**src/rtl/sponge_squeeze_ctrl.sv**
```systemverilog
// sponge_squeeze_ctrl: squeeze-phase controller for the sponge datapath.
// Emits MSB-aligned rate-sized blocks from the state register. Between blocks it
// requests a permutation from an external core over a perm_start/perm_done handshake.
// The final block is masked down to the bits that are still outstanding.
// Optional build macro SQUEEZE_FINAL_PERM_EN: also permute after the last block,
// so state_out holds the permuted state when done pulses.
module sponge_squeeze_ctrl #(
  parameter int unsigned STATE_WIDTH = 320,
  parameter int unsigned RATE_WIDTH  = 64,
  parameter int unsigned LEN_WIDTH   = 20
) (
  input  logic                               clk,
  input  logic                               reset,
  input  logic                               start,
  input  logic [LEN_WIDTH-1:0]               out_len,
  input  logic [STATE_WIDTH-1:0]             state_in,
  output logic                               busy,
  output logic                               perm_start,
  output logic [STATE_WIDTH-1:0]             perm_state_out,
  input  logic [STATE_WIDTH-1:0]             perm_state_in,
  input  logic                               perm_done,
  output logic [RATE_WIDTH-1:0]              out_data,
  output logic [$clog2(RATE_WIDTH+1)-1:0]    out_bits,
  output logic                               out_valid,
  input  logic                               out_ready,
  output logic                               out_last,
  output logic                               done,
  output logic [STATE_WIDTH-1:0]             state_out
);

  localparam int unsigned          BITS_W   = $clog2(RATE_WIDTH + 1);
  localparam logic [LEN_WIDTH-1:0] RATE_LEN = LEN_WIDTH'(RATE_WIDTH);

  typedef enum logic [2:0] {
    S_IDLE,
    S_EMIT,
    S_PERM_REQ,
    S_PERM_WAIT,
    S_DONE
  } state_t;

  state_t                  r_fsm;
  state_t                  w_fsm_nxt;
  logic [STATE_WIDTH-1:0]  r_state;
  logic [LEN_WIDTH-1:0]    r_remaining;
  logic                    w_fits;
  logic                    w_fire;
  logic [BITS_W-1:0]       w_bits;
  logic [RATE_WIDTH-1:0]   w_rate;
  logic [RATE_WIDTH-1:0]   w_mask;

  // Block size: a full rate, or whatever is left when that is no more than a rate.
  assign w_fits = (r_remaining <= RATE_LEN);
  assign w_bits = w_fits ? BITS_W'(r_remaining) : BITS_W'(RATE_WIDTH);
  assign w_fire = (r_fsm == S_EMIT) && out_ready;

  // Rate slice is the MSB end of the state; capacity bits never reach out_data.
  assign w_rate = r_state[STATE_WIDTH-1 -: RATE_WIDTH];
  // out_bits is 0 outside EMIT, so the mask (and out_data) is all-zero there.
  assign w_mask   = ~({RATE_WIDTH{1'b1}} >> out_bits);
  assign out_data = w_rate & w_mask;

  assign busy           = (r_fsm != S_IDLE);
  assign perm_state_out = r_state;
  assign state_out      = r_state;

  // FSM state register.
  always_ff @(posedge clk) begin
    if (reset) begin
      r_fsm <= S_IDLE;
    end else begin
      r_fsm <= w_fsm_nxt;
    end
  end

  // Next-state and per-state outputs.
  always_comb begin
    w_fsm_nxt  = r_fsm;
    perm_start = 1'b0;
    out_valid  = 1'b0;
    out_last   = 1'b0;
    out_bits   = '0;
    done       = 1'b0;
    case (r_fsm)
      S_IDLE: begin
        if (start) begin
          w_fsm_nxt = (out_len == '0) ? S_DONE : S_EMIT;
        end
      end
      S_EMIT: begin
        out_valid = 1'b1;
        out_bits  = w_bits;
        out_last  = w_fits;
        if (out_ready) begin
`ifdef SQUEEZE_FINAL_PERM_EN
          w_fsm_nxt = S_PERM_REQ;
`else
          w_fsm_nxt = w_fits ? S_DONE : S_PERM_REQ;
`endif
        end
      end
      S_PERM_REQ: begin
        perm_start = 1'b1;
        w_fsm_nxt  = S_PERM_WAIT;
      end
      S_PERM_WAIT: begin
        if (perm_done) begin
`ifdef SQUEEZE_FINAL_PERM_EN
          // Nothing left to emit means this was the post-final permutation.
          w_fsm_nxt = (r_remaining == '0) ? S_DONE : S_EMIT;
`else
          w_fsm_nxt = S_EMIT;
`endif
        end
      end
      S_DONE: begin
        done      = 1'b1;
        w_fsm_nxt = S_IDLE;
      end
      default: w_fsm_nxt = S_IDLE;
    endcase
  end

  // State register and remaining-length counter.
  always_ff @(posedge clk) begin
    if (reset) begin
      r_state     <= '0;
      r_remaining <= '0;
    end else begin
      if ((r_fsm == S_IDLE) && start) begin
        r_state     <= state_in;
        r_remaining <= out_len;
      end
      if (w_fire) begin
        r_remaining <= r_remaining - LEN_WIDTH'(w_bits);
      end
      if ((r_fsm == S_PERM_WAIT) && perm_done) begin
        r_state <= perm_state_in;
      end
    end
  end

endmodule

```
**config.mk**
```make
export PLATFORM = sky130hd
export DESIGN_NAME = sponge_squeeze_ctrl
export DESIGN_NICKNAME = d
export VERILOG_FILES = /design/src/rtl/sponge_squeeze_ctrl.sv
export SDC_FILE = /design/constraint.sdc
export NUM_CORES = 1
export LEC_CHECK = 0
export BUFFER_PORTS_ARGS = -buffer_cell sky130_fd_sc_hd__buf_4
export CAP_MARGIN = 0
export CORE_AREA = 2 2 532 534
export DETAILED_ROUTE_END_ITERATION = 10
export DIE_AREA = 0 0 534 536
export PLACE_DENSITY = 0.3
export SLEW_MARGIN = 20
export SYNTH_ARGS = -nofsm -noshare
export SYNTH_HDL_FRONTEND = slang
export SYNTH_SLANG_ARGS = --single-unit
```
**constraint.sdc**
```tcl
create_clock -name clk -period 3.3 [get_ports clk]
set_input_delay 0.165 -clock clk [delete_from_list [all_inputs] [get_ports clk]]
set_output_delay 0.165 -clock clk [all_outputs]
set_load 0.01 [all_outputs]
```
# Yosys cells after proc, flatten, opt, wreduce, memory -nomap -nowiden
# Index checks and enable logic that the tools add are counted.
[word_totals] input_bits=665 reg_bits=343
[classes] n_mux=16 n_lt_le_gt_ge=1 shifts=1 bitwise=2 n_reduce_logical=9 add_sub_neg=1 n_eq_ne=7
[ops] operator="320-bit two-way mux" count=2
[ops] operator="64-bit AND" count=1
[ops] operator="64-bit NOT" count=1
[ops] operator="64-bit by 7-bit right shift with 64-bit output, first input constant" count=1
[ops] operator="20-bit two-way mux" count=2
[ops] operator="20-bit by 7-bit less-or-equal comparator with 1-bit output, second input constant" count=1
[ops] operator="20-bit logical NOT" count=1
[ops] operator="20-bit by 7-bit subtractor with 20-bit output" count=1
[ops] operator="3-bit two-way mux" count=5
[ops] operator="7-bit two-way mux" count=2
[ops] operator="3-bit case mux with 4 select lines" count=1
[ops] operator="3-bit by 2-bit equality test with 1-bit output, second input constant" count=2
[ops] operator="2-bit inequality test, second input constant" count=3
[ops] operator="1-bit two-way mux" count=4
[ops] operator="2-bit nonzero test" count=2
[ops] operator="3-bit by 1-bit equality test with 1-bit output, second input constant" count=1
[ops] operator="3-bit equality test, second input constant" count=1
[ops] operator="1-bit logical AND" count=3
[ops] operator="3-bit logical NOT" count=1
[ops] operator="3-bit AND reduction" count=1
[ops] operator="3-bit nonzero test" count=1

# Logic depth before layout (Yosys ltp)
# Gate-level depths: netlist of run 1.
[depth] depth_word=6 depth_mapped=10 ltp_nobuf=9

# Least setup slack after synthesis of run 1
# OpenSTA, ideal clock, no wires.
[synth_path] kind="register -> register" startpoint="register r_remaining[7]" endpoint="register r_remaining[10]" stages_incl_launch_ff=11 setup_slack_ns=0.782 path_buffers=1 t_arrival_ns=2.405 required_ns=3.188 path_cell_list="dfxtp_1 -> or3_1 -> clkbuf_1 -> nor4_4 -> nand2_1 -> nand2_1 -> ha_1 -> nor2_1 -> a21oi_4 -> nor2_1 -> a2111oi_1"
[synth_between] elab_chain_cells=4
[synth_lines] item="from (decl)" line="45" text="logic [LEN_WIDTH-1:0] r_remaining;"
[synth_lines] item="from (signal assigned)" line="132" text="r_remaining <= out_len;"
[synth_lines] item="from (signal assigned)" line="135" text="r_remaining <= r_remaining - LEN_WIDTH'(w_bits);"
[synth_lines] item="20-bit by 7-bit less-or-equal comparator with 1-bit output" line="53" text="assign w_fits = (r_remaining <= RATE_LEN);"
[synth_lines] item="7-bit two-way mux" line="54" text="assign w_bits = w_fits ? BITS_W'(r_remaining) : BITS_W'(RATE_WIDTH);"
[synth_lines] item="20-bit by 7-bit subtractor with 20-bit output *" line="135"
[synth_lines] item="20-bit two-way mux *" line="134" text="if (w_fire) begin"
# Every way passes the cells marked *; elsewhere a longest branch is shown, timed or not.
# A chain may end at the register's enable or synchronous reset.

# Worst setup path in the final report of run 1
[layout_path] startpoint="register r_fsm[1]" endpoint="register r_state[251], in the netlist perm_state_out[251]"
[layout_between] elab_chain_cells=3 elab_cells_between_ends=6 cone_classes="eq/ne (1); mux (1); reduce/logical (4)"
[layout_lines] item="from (decl)" line="42" text="state_t r_fsm;"
[layout_lines] item="from (signal assigned)" line="72" text="r_fsm <= w_fsm_nxt;"
[layout_lines] item="3-bit by 2-bit equality test with 1-bit output / 3-bit logical NOT (equally long branches)" line="137, 130"
[layout_lines] item="1-bit logical AND, on equally long branches" line="137, 130"
[layout_lines] item="320-bit two-way mux / 2-bit nonzero test (equally long branches)"
[layout_lines] item="to (signal assigned)" line="131" text="r_state <= state_in;"
[layout_lines] item="to (signal assigned)" line="138" text="r_state <= perm_state_in;"
[layout_lines] item="to (decl)" line="44" text="logic [STATE_WIDTH-1:0] r_state;"
# Several ways; a longest one is shown, not always the timed one.

==> flow_summary.toml, run 1 <==
[status]
outcome = "completed"

[cts]
cts_root_buffer = "clkbuf_16"
numCtsBuffers = 51
clk_pin_slew_worst_paths_ns = 0.05
clock_path_buffers = 3
cts_tree = "built"
clock-sinks = 343
cts_max_level = 2
clkLatencyLatePin_ns = 0.70

[logic_synthesis]
yosys_warnings = 0
ys_ff_latch = 343
ys_seq_area_share_pct = 36.74
yosys_most_used_dff = "dfxtp_1"
synthCells = 2781
syn_nets = 3447
synth_cell_type_count = 55
yosys.area.top_type = "dfxtp_1"
syn-cell-area_um2 = 18690
synth_edf_count = 0
synth_area_per_cell_um2 = 6.720
async_flop_share_pct = 0
synth_top_area_share_pct = 36.74
netlist_top_cells_area = "dfxtp_1 (37%), nand2_1 (14%), buf_4 (13%)"

[setup_path]
setup.worst_path.start = "r_fsm[1]"
r2r_end = "perm_state_out[251]"
crit_path_cell_trace = "nand4b_1, buf_12, buf_16, o21ai_0, dlygate4sd3_1, nor2_1, dlygate4sd3_1"
cp_slowest_stage_delay_ns = 0.58
slowest_stage = "dlygate4sd3_1"
crit_end = "perm_state_out[251]"
start_kind = "flop"
crit_path_end_kind = "flop"
worst-setup-path-type = "reg -> reg"
critPathRequiredTime_ns = 3.83
ff2ff_path_depth = 7
r2r_slack_ns = 0.07
r2r_start = "r_fsm[1]"
path_common_cell = "dlygate4sd3_1"
crit_arrival_ns = 3.76
path_max_fanout = 74

[floorplan]
core_area_um2 = 280800
die-area_um2 = 286200
initial_core_util_pct = 6.655
num_rows = 195
die_w_um = 534
fp.dieH_um = 536
boundaryPins = 1381

[sta]
tightest_slew_ns = 1.058
hold_viol = 0
setup_ws_ns = 0.07285
fmax_mhz = 309.9
grt_setup_unrepaired = "true"
period_share_pct = 97.79
setup_violations = 0
fin_crit_ns = 3.227
relSlewSlack_pct = 29.45
tns_ns = 0
drv_slew = 0
clock_skew_ns = 0.04879

[placed_design]
post-dp-hpwl_um = 184300
pre_cts_ws_ns = 0.1414
place_congestion = 0.9216
portBuffers = 1380

[layout]
drive_above_1_share_pct = 35.18
post-route-util_pct = 14.34
num-fill-cells = 32520
layout_common_cells = "buf_4 (1436), dlygate4sd3_1 (683), nand2_1 (676)"
syn2layout_area_growth_pct = 115.5
nets = 5117
final_common_cell = "buf_4"

[worst_hold_path]
hp-start = "out_ready"
hold_class = "in -> reg"

[route]
drt-initial-drc-count = 1825
drc = 0
vias = 27170
postRouteAntennaNets = 0
dr.pass1.iters = 5
wirelength_um = 216200
wire_per_inst_um = 26.13
via_per_inst = 3.283

[power]
irDropWorstVdd_v = 0.0004423
p_per_area_nw_per_um2 = 437.4
power.leakage_nw = 17.68
finalPower_w = 0.01762

[grt]
grt_max_degree = 124
overflow = 0
grt_use_total_pct = 14.30
antenna_found_initial = 140
grt_pass1_vias = 26540
grt_pass1_wl_um = 271300

[job]
drv_cap = 0
## logic make-up (layout without fill, tap and decap cells)
family / after synthesis / after routing / synth area share [%]
AND/OR/NAND/NOR: 1460 / 1460 / 32.85
other: 1 / 43 / 0.02007
buffers and inverters: 528 / 2238 / 17.07
flip-flops: 343 / 343 / 36.74
adder cells (fa/ha/maj): 1 / 1 / 0.06694
multiplexers: 2 / 2 / 0.1138
AO/OA/AOI/OAI: 446 / 446 / 13.14
## worst min path at each step
stage,cells after the start,slack [ns],end
global route,5,0.07,perm_state_out[72]
detailed placement,3,0.42,perm_state_out[273]
CTS,5,0.01,perm_state_out[15]
global placement,3,0.42,perm_state_out[127]
floorplan,2,0.30,r_remaining[17]
finish,4,0.1,r_fsm[1]
## layer usage
| metal | routed length (um) | global-route usage [%] | share of wire (%) |
|---|---|---|---|
| met5 | 784 | 0 | 0.36 |
| met4 | 7041 | 4.177 | 3.3 |
| met2 | 93700 | 22.19 | 43 |
| met1 | 85400 | 16.61 | 39 |
| met3 | 29310 | 8.125 | 14 |
## layout make-up
cell class | count | area (um^2) | area share (%)
Antenna cell | 42 | 105.1 | 0.2610
Clock buffer | 79 | 1534 | 3.809
Clock inverter | 14 | 276.5 | 0.6865
Inverter | 8 | 36.28 | 0.09009
Multi-Input combinational cell | 1910 | 8780 | 21.80
Sequential cell | 343 | 6869 | 17.06
Tap cell | 3743 | 4683 | 11.63
Timing Repair Buffer | 2137 | 17990 | 44.67
## synth_stat cells, types with 6 or more instances
library cell and instances:
nand2_1 679, nor2_1 372, a21oi_1 25, inv_1 7
buf_4 321, o21a_1 24, or3_1 6, nor3_1 8
a22oi_1 6, nor4_1 11, clkbuf_1 197, o21ai_0 348
nor2b_1 7, and2_1 22, dfxtp_1 343, nand3_1 325
o211ai_1 6, a21boi_0 8
## where the power goes
part | switching [W] | leakage (nW) | total [W] | internal (W)
Clock | 0.00243 | 0.884 | 0.00622 | 0.00379
Combinational | 0.00315 | 14.0 | 0.00618 | 0.00303
Sequential | 0.000692 | 2.82 | 0.00521 | 0.00452
Total | 0.00627 | 17.7 | 0.0176 | 0.0113
## registers in the layout, summed over array words and instances, names as in the netlist
signal and flops:
perm_state_out 320, r_remaining 20, r_fsm 3
## through the flow
| stage | std cells | cell area, um^2 | hold slack [ns] |
|---|---|---|---|
| final | 8276 | 40280 | 0.09618 |
| after global routing | 8240 | 40190 | 0.07395 |
| after CTS | 8232 | 40070 | 0.01480 |
| after detailed placement | 7453 | 31310 | 0.4240 |
| after global placement | 7453 | 31310 | 0.4155 |
| after floorplan | 2781 | 18690 | 0.3010 |
## worst max-delay path: cells and delay by family, from the launching register on
| kind | cells | cell delay, ns |
|---|---|---|
| flip-flops | 1 | 0.54 |
| AO/OA/AOI/OAI | 1 | 0.20 |
| AND/OR/NAND/NOR | 2 | 0.37 |
| buffers and inverters | 4 | 1.77 |
## timing repair
item / CTS / global route
buffers inserted: 3 / 1
gates cloned: 0 / 1
pin swaps: 2 / 5
endpoints found under the setup margin: 38 / 47
gates resized for setup: 27 / 17
endpoints found under the hold margin: 343 / 0
hold buffers: 683 / 0
Power figures use the tool's default switching activity.
==> run 2: changes to the inputs <==
CELL_PAD_IN_SITES_DETAIL_PLACEMENT = 0   (was not set)
CELL_PAD_IN_SITES_GLOBAL_PLACEMENT = 1   (was not set)
CORE_AREA = 2 2 533 535   (was 2 2 532 534)
DIE_AREA = 0 0 535 537   (was 0 0 534 536)
PLACE_DENSITY = 0.35   (was 0.3)
==> run 2 against run 1 <==
  * Register-to-register slack improved by 0.13 ns
  * First-iteration DRC count fell by 20%
  * Count of clock-buffer cells in the layout did not move
  * Final area rose by 0.39%
  * Clock power fell by 5.1%
  * Die area rose by 0.37%
  * Fmax rose by 3.4%
  * Final cell count rose by 0.29%
  * Critical endpoint is now out_data[1]
  * Highest routed layer unchanged
==> flow_summary.toml, run 2 (same netlist as run 1, synthesis figures left out) <==
[cts]
cts_max_level = 2
cts_root_buffer = "clkbuf_16"
clk_pin_slew_worst_paths_ns = 0.06
clkLatencyLatePin_ns = 0.70
cts_tree = "built"
numCtsBuffers = 54
clock-sinks = 343
clock_path_buffers = 3

[sta]
fin_crit_ns = 3.121
fmax_mhz = 320.4
timing.hold.ws_ns = 0.02817
tns_ns = 0
clock_skew_ns = 0.04937
hold_viol = 0
drv_slew = 0
period_share_pct = 94.57
relSlewSlack_pct = 32.59
tightest_slew_ns = 1.007
setup_violations = 0

[floorplan]
fp.dieH_um = 537
initial_core_util_pct = 6.644
die_w_um = 535
boundaryPins = 1381
num_rows = 195
die-area_um2 = 287300
core_area_um2 = 281300

[layout]
largest_register_ffs = 320
final_common_cell = "buf_4"
num-fill-cells = 32630
layout_common_cells = "buf_4 (1461), dlygate4sd3_1 (699), nand2_1 (675)"
nets = 5160
register_area_um2 = 6869
syn2layout_area_growth_pct = 116.4
fin_cells = 8300
drive_above_1_share_pct = 35.49
multi_input_area_um2 = 8773

[grt]
grt_pass1_wl_um = 256900
grt_pass1_vias = 26670
grt_max_degree = 88
overflow = 0
grt_use_total_pct = 13.25
antenna_found_initial = 87

[route]
dr.pass1.iters = 5
vias = 26720
via_per_inst = 3.219
drt-initial-drc-count = 1464
wirelength_um = 200700
postRouteAntennaNets = 0
drc = 0
wire_per_inst_um = 24.18

[worst_hold_path]
hold_end = "perm_state_out[257]"
min_path_cells = 5
hp-start = "state_in[257]"
hold_class = "in -> reg"

[setup_path]
r2r_end = "perm_state_out[77]"
r2r_start = "r_fsm[1]"
r2r_slack_ns = 0.20
critPathRequiredTime_ns = 3.13
start_kind = "flop"
crit_path_end_kind = "primary output"
crit_arrival_ns = 2.96
path_max_fanout = 9
worst-setup-path-type = "reg -> out"
ff2ff_path_depth = 7

[placed_design]
post-dp-hpwl_um = 167900
place_congestion = 0.8696
placed_cells = 7478
portBuffers = 1380

[status]
outcome = "completed"

[power]
p_per_area_nw_per_um2 = 426.0
irDropWorstVdd_v = 0.0003901
power.leakage_nw = 17.82

[job]
drv_cap = 0
## run 2: cell count changes in the layout (fill, tap and decap cells not counted), moves of 3 or more
cell and change:
buf_4 +25, diode_2 -19, dlygate4sd3_1 +16, clkinv_2 +8, bufinv_16 -7, clkbuf_1 -4, nor2_2 -4, clkbuf_8 +3
nor2_1 +3
## run 2: critical path, stage by stage (launching register included)
cell and delay [ns]:
dfxtp_2 0.36, or4_4 0.58, nor3_4 0.19, nand3_2 0.15, inv_6 0.14, and3_1 0.21
nand2_2 0.14, o21ai_2 0.21, buf_4 0.18, buf_4 0.13
## run 2: what timing repair did
item | CTS | global route
resized for setup | 25 | 15
endpoints found under the setup margin | 41 | 39
buffers inserted | 0 | 4
pin swaps | 0 | 4
hold buffers | 699 | 0
endpoints found under the hold margin | 343 | 0
## run 2: worst max path at each step
stage | end | slack (ns) | depth (start not counted) | startpoint
CTS | out_data[10] | 0.002 | 7 | r_remaining[10]
detailed placement | out_data[19] | 0.37 | 7 | r_remaining[10]
finish | out_data[1] | 0.18 | 9 | r_remaining[10]
global route | out_data[36] | -0.008 | 9 | r_remaining[10]
global placement | out_data[19] | 0.50 | 7 | r_remaining[10]
floorplan | r_remaining[10] | 0.78 | 10 | r_remaining[7]
## run 2: cell type report
class	count	share of cell area, %
Antenna cell	23	0.1423
Timing Repair Buffer	2177	45.26
Sequential cell	343	16.99
Clock inverter	17	0.3249
Tap cell	3743	11.58
Inverter	8	0.08664
Clock buffer	79	3.921
Multi-Input combinational cell	1910	21.70
## run 2: report_power, final
part / internal, W / switching [W] / total, W
combinational: 0.00308 / 0.00303 / 0.00611
clock: 0.00337 / 0.00253 / 0.00590
sequential: 0.00452 / 0.000686 / 0.00521
## run 2: metrics by stage
step | area (um^2) | setup WS (ns) | util (%) | power, W
3_3_place_gp | 31500 | 0.5009 | 11.20 | 0.01024
4_1_cts | 40300 | 0.001863 | 14.32 | 0.01766
5_1_grt | 40380 | -0.008278 | 14.36 | 0.01820
2_1_floorplan | 18690 | 0.7824 | - | 0.007162
6_report | 40440 | 0.1791 | 14.37 | 0.01723
3_5_place_dp | 31510 | 0.3704 | 11.20 | 0.01023
## run 2: metal layers
layer,vias up,wire [um],GRT usage (%),share of wire (%)
met5,-,343,0,0.17
met4,52,4426,2.875,2.2
met3,213,22260,5.991,11
met2,1290,89960,21.21,45
met1,12850,83670,16.16,42
li1,12310,-,-,-
==> run 3: changes to the inputs <==
CORE_AREA = 2 2 538 540   (was 2 2 533 535)
CTS_BUF_LIST = sky130_fd_sc_hd__clkbuf_4   (was not set)
DIE_AREA = 0 0 540 542   (was 0 0 535 537)
PLACE_DENSITY = not set   (was 0.35)
PLACE_DENSITY_LB_ADDON = 0.1   (was not set)
SETUP_SLACK_MARGIN = 0.3   (was not set)
==> run 3 against run 2 <==
  * Power is 1.7% higher
  * First-iteration DRC count fell by 28%
  * Fmax is 5.3% lower
==> flow_summary.toml, run 3 (same netlist as run 1, synthesis figures left out) <==
[power]
p_per_area_nw_per_um2 = 365.4
finalPower_w = 0.01752
power.leakage_nw = 21.18
irDropWorstVdd_v = 0.0001683

[setup_path]
cp_slowest_stage_delay_ns = 0.55
critPathRequiredTime_ns = 3.13
ff2ff_path_depth = 10
start_kind = "flop"
path_max_fanout = 5
slowest_stage = "or4_4"
crit_path_cell_trace = "or4_4, nor3_4, nand3_4, inv_8, and3_4, nand2_4, a21boi_2, buf_6"
crit_path_end_kind = "primary output"
worst-setup-path-type = "reg -> out"
crit_arrival_ns = 3.13

[grt]
grt_max_degree = 106
antenna_found_initial = 43
overflow = 0
grt_pass1_wl_um = 249600
grt_use_total_pct = 12.22
grt_pass1_vias = 30120

[floorplan]
initial_core_util_pct = 6.514
fp.dieH_um = 542
core_area_um2 = 286900
num_rows = 197
die_w_um = 540
die-area_um2 = 292700
boundaryPins = 1381

[sta]
tightest_slew_ns = 0.8473
tns_ns = 0
fmax_mhz = 303.3
hold_viol = 0
drv_slew = 0
relSlewSlack_pct = 43.43
grt_setup_unrepaired = "true"
fin_crit_ns = 3.297
setup_violations = 0
clock_skew_ns = 0.09776
period_share_pct = 99.90

[route]
dr_wl_met3_um = 17170
drt-initial-drc-count = 1052
drc = 0
wirelength_um = 186200
wire_per_inst_um = 20.36
via_per_inst = 3.135
highest_layer = "met5"
wl_met2_um = 86150
postRouteAntennaNets = 0
wl_met1_um = 78360
dr.pass1.iters = 5
vias = 28670

[cts]
cts_root_buffer = "clkbuf_4"
numCtsBuffers = 148
clk_pin_slew_worst_paths_ns = 0.05
clock-sinks = 343
clock_path_buffers = 4
cts_max_level = 4
cts_tree = "built"
clkLatencyLatePin_ns = 1.12

[placed_design]
place_area_um2 = 31550
post-dp-hpwl_um = 145900
place_congestion = 0.7544
placed_cells = 7511
portBuffers = 1380

[layout]
layout_common_cells = "buf_4 (1414), dlygate4sd3_1 (1343), nand2_1 (672)"
drive_above_1_share_pct = 34.43
final_common_cell = "buf_4"
syn2layout_area_growth_pct = 156.5
num-fill-cells = 33170
largest_register_ffs = 320
fin_cells = 9147
nets = 5924
stdcell_area_um2 = 47940

[worst_hold_path]
min_path_cells = 6
hold_class = "in -> reg"

[status]
outcome = "completed"

[job]
drv_cap = 0
## run 3: metal layers
layer / GRT usage, % / vias to the layer above
met5: 0 / -
met4: 3.282 / 14
met3: 5.063 / 243
met2: 20.15 / 1130
met1: 14.47 / 13400
li1: - / 13880
## run 3: final timing paths
path | start | endpoint | slack (ns)
min reg2reg | r_remaining[12] | r_remaining[12] | 0.54
max reg2reg | r_remaining[10] | r_remaining[10] | 0.53
max | r_remaining[10] | out_data[33] | 0.003
min | state_in[75] | perm_state_out[75] | 0.17
## run 3: cell type report
| class | instances | area, um^2 | share of cell area (%) |
|---|---|---|---|
| Timing Repair Buffer | 2847 | 25330 | 52.84 |
| Multi-Input combinational cell | 1910 | 9179 | 19.15 |
| Sequential cell | 343 | 6878 | 14.35 |
| Tap cell | 3781 | 4731 | 9.868 |
| Clock buffer | 214 | 1607 | 3.351 |
| Clock inverter | 17 | 90.09 | 0.1879 |
| Antenna cell | 27 | 67.56 | 0.1409 |
| Inverter | 8 | 56.30 | 0.1174 |
## run 3: timing repair
item	CTS	global route
pin swaps	54	29
resized for setup	202	40
setup buffers	28	5
endpoints found under the hold margin	343	0
setup endpoints to repair	72	76
cloned	1	0
hold buffers	1344	0
## run 3: power breakdown
part           leakage [nW]  switching [W]  total, W  internal, W
registers              2.82       0.000613   0.00514      0.00453
clock network          1.04        0.00281   0.00579      0.00298
logic                  17.3        0.00307   0.00659      0.00352
total                  21.2        0.00649    0.0175       0.0110
## run 3: critical path: cells and delay by family (launching register included)
family	cells	cell delay (ns)
flops	1	0.34
buf+inv	2	0.26
simple gates	5	1.31
compound gates	1	0.17
## run 3: metrics by stage
step | setup WS [ns] | utilization, % | hold WS (ns)
3_3_place_gp | 0.2777 | 11.00 | 0.4175
2_1_floorplan | 0.7824 | - | 0.3010
4_1_cts | -0.3137 | 16.62 | 0.01633
3_5_place_dp | 0.3064 | 11.00 | 0.4228
5_1_grt | -0.2822 | 16.70 | 0.08937
6_report | 0.003398 | 16.71 | 0.1729
